## src/rtl/id_stage.sv

```systemverilog
// id_stage: IF/ID register, register file and early branch/jump resolution.
// Optional ID_FORWARD_EN selects ALUOutM as the branch compare operands.
module id_stage (
    input  logic        CLK,
    input  logic        reset,
    input  logic        stall,
    input  logic [31:0] IR,
    input  logic [31:0] PCPlus4F,
    input  logic        RegWriteW,
    input  logic [4:0]  WriteRegW,
    input  logic [31:0] ResultW,
    input  logic [31:0] ALUOutM,
    input  logic        ForwardAD,
    input  logic        ForwardBD,
    output logic        PCSrcD,
    output logic        JumpD,
    output logic [31:0] PCBranchD,
    output logic [31:0] PCJumpD,
    output logic [31:0] InstrD,
    output logic [31:0] PCPlus4D,
    output logic        ValidD,
    output logic [31:0] RD1D,
    output logic [31:0] RD2D,
    output logic [4:0]  RsD,
    output logic [4:0]  RtD,
    output logic [4:0]  RdD,
    output logic [31:0] SignImmD
);

    localparam logic [5:0] OP_J   = 6'h02;
    localparam logic [5:0] OP_JAL = 6'h03;
    localparam logic [5:0] OP_BEQ = 6'h04;
    localparam logic [5:0] OP_BNE = 6'h05;

    logic [31:0] rf [32];
    logic [5:0]  op;
    logic        is_beq;
    logic        is_bne;
    logic        is_jmp;
    logic [31:0] cmp_a;
    logic [31:0] cmp_b;
    logic        flush;

    assign op       = InstrD[31:26];
    assign RsD      = InstrD[25:21];
    assign RtD      = InstrD[20:16];
    assign RdD      = InstrD[15:11];
    assign SignImmD = {{16{InstrD[15]}}, InstrD[15:0]};

    // Register file read ports with same-cycle write-through
    always_comb begin
        RD1D = 32'd0;
        RD2D = 32'd0;
        if (RsD != 5'd0) begin
            if (RegWriteW && (WriteRegW == RsD))
                RD1D = ResultW;
            else
                RD1D = rf[RsD];
        end
        if (RtD != 5'd0) begin
            if (RegWriteW && (WriteRegW == RtD))
                RD2D = ResultW;
            else
                RD2D = rf[RtD];
        end
    end

`ifdef ID_FORWARD_EN
    assign cmp_a = ForwardAD ? ALUOutM : RD1D;
    assign cmp_b = ForwardBD ? ALUOutM : RD2D;
`else
    assign cmp_a = RD1D;
    assign cmp_b = RD2D;

    logic unused_fwd;
    assign unused_fwd = ^{ALUOutM, ForwardAD, ForwardBD};
`endif

    // Opcode decode and early branch/jump resolution
    always_comb begin
        is_beq = 1'b0;
        is_bne = 1'b0;
        is_jmp = 1'b0;
        unique case (op)
            OP_BEQ:         is_beq = 1'b1;
            OP_BNE:         is_bne = 1'b1;
            OP_J, OP_JAL:   is_jmp = 1'b1;
            default:        ;
        endcase
    end

    assign PCSrcD    = ValidD & ((is_beq & (cmp_a == cmp_b)) |
                                 (is_bne & (cmp_a != cmp_b)));
    assign JumpD     = ValidD & is_jmp;
    assign flush     = PCSrcD | JumpD;
    assign PCBranchD = PCPlus4D + {SignImmD[29:0], 2'b00};
    assign PCJumpD   = {PCPlus4D[31:28], InstrD[25:0], 2'b00};

    // IF/ID pipeline register: stall holds, redirect squashes wrong-path fetch
    always_ff @(posedge CLK or posedge reset) begin
        if (reset) begin
            InstrD   <= 32'd0;
            PCPlus4D <= 32'd0;
            ValidD   <= 1'b0;
        end else if (stall) begin
            InstrD   <= InstrD;
            PCPlus4D <= PCPlus4D;
            ValidD   <= ValidD;
        end else if (flush) begin
            InstrD   <= 32'd0;
            PCPlus4D <= 32'd0;
            ValidD   <= 1'b0;
        end else begin
            InstrD   <= IR;
            PCPlus4D <= PCPlus4F;
            ValidD   <= 1'b1;
        end
    end

    // Register file write port; $0 is never written
    always_ff @(posedge CLK or posedge reset) begin
        if (reset) begin
            for (int i = 0; i < 32; i++)
                rf[i] <= 32'd0;
        end else if (RegWriteW && (WriteRegW != 5'd0)) begin
            rf[WriteRegW] <= ResultW;
        end
    end

endmodule

```

## config.mk

```make
export PLATFORM = sky130hd
export DESIGN_NAME = id_stage
export DESIGN_NICKNAME = d
export VERILOG_FILES = /design/src/rtl/id_stage.sv
export SDC_FILE = /design/constraint.sdc
export NUM_CORES = 2
export LEC_CHECK = 0
export BUFFER_PORTS_ARGS = -buffer_cell sky130_fd_sc_hd__buf_2
export CAP_MARGIN = 20
export CORE_AREA = 2 2 424 426
export CTS_BUF_LIST = sky130_fd_sc_hd__clkbuf_4 sky130_fd_sc_hd__clkbuf_8 sky130_fd_sc_hd__clkbuf_16
export DETAILED_ROUTE_END_ITERATION = 10
export DIE_AREA = 0 0 426 428
export GPL_ROUTABILITY_DRIVEN = 0
export SLEW_MARGIN = 40
export SYNTH_ARGS = -nofsm -noshare
export SYNTH_HDL_FRONTEND = slang
export SYNTH_SLANG_ARGS = --single-unit
```

## constraint.sdc

```tcl
create_clock -name CLK -period 47.7 [get_ports CLK]
set_input_delay 9.54 -clock CLK [delete_from_list [all_inputs] [get_ports CLK]]
set_output_delay 9.54 -clock CLK [all_outputs]
set_load 0.05 [all_outputs]
```

---- After elaboration in Yosys (flattened, before gate mapping) ----
Cells that the tools add are included.
storage, ports and cells
  bits in registers ....................... 1089
  bits of input ports ..................... 139
  output and inout bits ................... 242
  logic and storage cells ................. 84
operators by class
  add/sub/neg operators ................... 1
  order comparisons ....................... 4
  equal/unequal tests ..................... 8
  muxes and demuxes ....................... 19
  bitwise operators ....................... 9
  reductions and logical operators ........ 8
operator list
  operator            number
  $bwmux 1024         1
  $mux 32             11
  $bmux 32 s5         2
  $demux 32 s5        1
  $add 32x32->32      1
  $eq 32x32->1        1
  $ne 32x32->1        1
  $ge 6x6->1 const B  3
  $not 5->6           3
  $reduce_bool 5->1   3
  $eq 6x2->1 const B  2
  $eq 6x3->1 const B  2
  $eq 5x5->1          2
  $lt 6x1->1 const B  1
  $and 1x1->1         4
  $logic_and 1x1->1   4
  $mux 1              4
  $or 1x1->1          2
  $reduce_or 2->1     1

---- Logic depth before layout (Yosys ltp) ----
  word-level depth ........................ 12
  depth in mapped cells ................... 21
  depth with buffers taken out ............ 14

---- Worst setup path after synthesis ----
OpenSTA, ideal clock, no wires.
  kind .................................... input -> output
  from .................................... in WriteRegW[3]
  to ...................................... out PCSrcD
  arrival time ............................ 14.378 ns
  required time ........................... 38.160 ns
  path slack .............................. 23.782 ns
  cell stages on the path ................. 12
  buffers on the path ..................... 2
  path through ............................ clkbuf_1 -> xnor2_1 -> nand4_1 -> or2_2 -> clkbuf_1 -> a21oi_1 -> xnor2_1 -> or4_1 -> or4_1 -> nor3_1 -> xnor2_1 -> nor4_1
on the way
  longest elaborated chain between the ends .. 8
  elaborated cells on any way between the ends .. 14
  classes of those cells .................. 4 x eq/ne; 4 x mux; 4 x bitwise; 2 x reduce/logical
ends and longest elaborated chain
  what                                                 line    text
  start, declared                                      10      input logic [4:0] WriteRegW,
  $eq 5x5->1 *                                         55      if (RegWriteW && (WriteRegW == RsD))
  $logic_and 1x1->1 *                                  55
  $mux 32 *                                            55
  $mux 32 *                                            54      if (RsD != 5'd0) begin
  named net RD1D[6]                                    22      output logic [31:0] RD1D,
  $eq 32x32->1 / $ne 32x32->1 (equally long branches)  92, 93
  $and 1x1->1 (on tied branches)                       92, 93
  $or 1x1->1 *                                         92      assign PCSrcD = ValidD & ((is_beq & (cmp_a == cmp_b)) |
  $and 1x1->1 *                                        92
  end, declared                                        15      output logic PCSrcD,
The timed path passes the listed nets; every way through them passes the cells marked *.

---- Worst setup path after layout ----
  from .................................... in WriteRegW[0]
  to ...................................... out PCSrcD
on the way
  longest elaborated chain between the ends .. 8
  elaborated cells on any way between the ends .. 14
  classes of those cells .................. 4 x eq/ne; 4 x mux; 4 x bitwise; 2 x reduce/logical
ends and longest elaborated chain
  what                                                 line
  $eq 5x5->1 (on tied branches)                        55, 61
  $logic_and 1x1->1 (on tied branches)                 55, 61
  $mux 32 (on tied branches)                           55, 61
  $mux 32 (on tied branches)                           54, 60
  $eq 32x32->1 / $ne 32x32->1 (equally long branches)  92, 93
  $and 1x1->1 (on tied branches)                       92, 93
  $or 1x1->1 *                                         92
  $and 1x1->1 *                                        92
Mark *: on every way between the ends. The rest lies on a longest branch, timed or not.

==> metrics <==
ys flop type=dfrtp_1; CTS resizes=0; DR vias/cell=6.03; Slew Limit Fails=0; post-route cell area=0.0682 mm2; HP Start=rf[1004]; Root Driver=clkbuf_16; Crit. Startpoint=WriteRegW[0]; RSZ-0062 raised after global routing=false; synthesized flop and latch total=1,089; TritonCTS clock tree=built; Setup crit start kind=input pin; clock sinks=1,089; largest net degree at the start of global routing=148; die area=0.182 mm2; DP Area=0.0637 mm2; most numerous cell in the Yosys netlist=dfrtp_1; drt pass-1 iters=5; Synth top cells by count=dfrtp_1, mux2_2, mux4_2, clkbuf_1, mux2i_1; gr ovfl total=0; outcome=finished clean; starting density of the core=33.9%; first-pass GRT wire length=312,000 um; Final min period=23,920 ps; HP Class=reg -> reg; Clock Path Buffers=3; Total GRT Usage=23.7%; ranking of synthesized cells by area=dfrtp_1, mux2_2, mux4_2; CTS clock-pin slew for the worst setup and hold paths=50 ps; Worst Clk Skew=44.6 ps; Mapped Cells=4,323; ANT nets after route=0; period utilisation layout=50.2%; post-synthesis sequential area ratio=45.3%; post-DP HPWL=133,000 um; R2R Path Start=InstrD[16]; crit-path most repeated cell=xnor2_1; filler cell count=16.8k; synth warn=0; Max Cap Viol=0; share of cells above drive strength 1=50.0%; site row count=155; top-area cell type share of the netlist area=45.3%; crit-path cells=buf_2 -> xnor2_1 -> nand4_1 -> or2_2 -> buf_4 -> nor2_1 -> buf_4 -> a211oi_1 -> xnor2_1 -> nand4_1 -> or4_1 -> nor3_1 -> xnor2_1 -> nor4_1 -> buf_2; Cell Pwr Density=50.6 mW/mm2; Worst slew margin=34.1%; crit path kind=in -> out; Unique masters post-synth=78; I/O Pins=381; nets=4,581; worst-path fanout max=18; Critical Path RT=38,160 ps; maximum vdd ir drop=0.0363 mV; Slowest cell on crit path=xnor2_1; H-tree depth=4; chip width=426 um; Worst-Margin Slew=988 ps; vias=41.4k; number of synthesized flops with an enable pin=0; drt drc=0; CTS Hold Bufs=0; chip height=428 um; Achievable Freq=41.8 MHz; TritonCTS buffer count=132; asr flop ratio synth=100%; Setup crit end kind=primary output; Syn Area/Cell=13.9 um2; number of port buffers=344; setup tns final=0 ps; Static Leak=0.0297 uW; Yosys top cell by area=dfrtp_1; final WL=219,000 um; Area Growth Syn to Fin=13.5%; Fin. Hold Viols=0; Max stage delay on crit path=770 ps; Post-CTS Repair Setup Buffers=0; Mapped Area=0.0601 mm2; Clk Latency, worst-skew pair=810 ps; core area=0.178 mm2; Worst EP arrival=14,380 ps; Detailed Route Iter0 Violations=4,550; vias in the first global route=41.5k; Final setup violation count=0; initial antenna violation count=25; WL/cell=31.9 um
==> cell families (layout without fill, tap and decap cells) <==
kind of cell	Yosys count	after routing	share of synthesized area (%)
adder cells (fa/ha/maj)	30	30	0.637
AND/OR/NAND/NOR	421	421	3.28
XOR/XNOR	64	64	0.932
buffers and inverters	565	752	4.60
AO/OA/AOI/OAI	470	470	5.37
flip-flops	1089	1089	45.3
other	1	8	0.00623
multiplexers	1683	1683	39.9
==> per-stage QoR <==
step	utilization (%)	std cells	worst slack (ps)	hold WS (ps)	power [uW]
floorplan	-	4324	7500	441	2070
global placement	35.7	6628	23750	377	2380
detailed placement	35.9	6632	23840	385	2410
CTS	38.4	6865	23820	397	3460
global route	38.4	6870	23640	406	3580
finish	38.4	6872	23780	394	3450
==> registers in the layout (all words and copies together), names as in the netlist <==
register  count
rf         1024
InstrD       32
PCPlus4D     32
ValidD        1
==> layer usage <==
| metal | part of all wire, % | vias to the layer above | global-route usage [%] |
|---|---|---|---|
| met5 | 0.066 | - | 0.529 |
| li1 | - | 16600 | - |
| met2 | 47 | 1992 | 36.9 |
| met3 | 7.8 | 521 | 4.76 |
| met4 | 5.9 | 4 | 12.8 |
| met1 | 40 | 22300 | 31.0 |
==> path summary, 6_finish.rpt <==
path                       cells after the start  slack, ps   endpoint
min                                            0        390   rf[1004]
min reg2reg                                    0        390   rf[1004]
max reg2reg                                   15      40860  InstrD[6]
min in group asynchronous                      2       8820    rf[856]
max in group asynchronous                      5      36340    rf[522]
max                                           15      23780     PCSrcD
==> critical path, delay by kind of cell <==
kind,cells,cell delay (ps)
and+or+nand+nor,7,2450
buffers and inverters,4,1110
xor gates and xnor gates,3,1070
AOI/OAI and AO/OA,1,160
==> cell type report <==
cell class                      instances  area (um2)  area share, %
Antenna cell                            6        15.0         0.0220
Multi-Input combinational cell       2670       30400           44.5
Clock buffer                          186        3890           5.70
Inverter                               42         170          0.249
Sequential cell                      1089       27300           40.0
Clock inverter                         47         596          0.873
Timing Repair Buffer                  477        2960           4.34
Tap cell                             2355        2950           4.32
==> layout by cell type, fill, tap and decap left out, types with 14 or more instances in the layout <==
cell type  netlist  layout
dfrtp_1       1089    1079
mux2_2         996     996
mux4_2         470     470
buf_2           50     343
mux2i_1        217     217
clkbuf_16        0     135
nor2_1         146     125
buf_4          125      98
nand2_1        111      96
a21oi_1         81      81
o21ai_0         82      80
a22oi_1         75      75
o22ai_1         50      50
xnor2_1         44      44
inv_1           41      39
a221oi_1        38      38
nor3_1          34      31
clkbuf_4         0      30
ha_1            29      29
nor2b_1         34      28
buf_6           14      27
clkinv_2         0      24
a211oi_1        23      23
clkbuf_8         0      21
xor2_1          20      20
nor2_4           0      18
nand2_2          0      14
nand2b_1        15      14
==> power by group <==
part / leakage (uW) / total, uW / switching, uW / internal [uW]
clock: 0.00226 / 1050 / 432 / 613
combinational: 0.0136 / 1160 / 677 / 483
sequential: 0.0139 / 1250 / 148 / 1100
total: 0.0297 / 3450 / 1260 / 2190
Note: power is estimated with default switching activity, not from simulation.
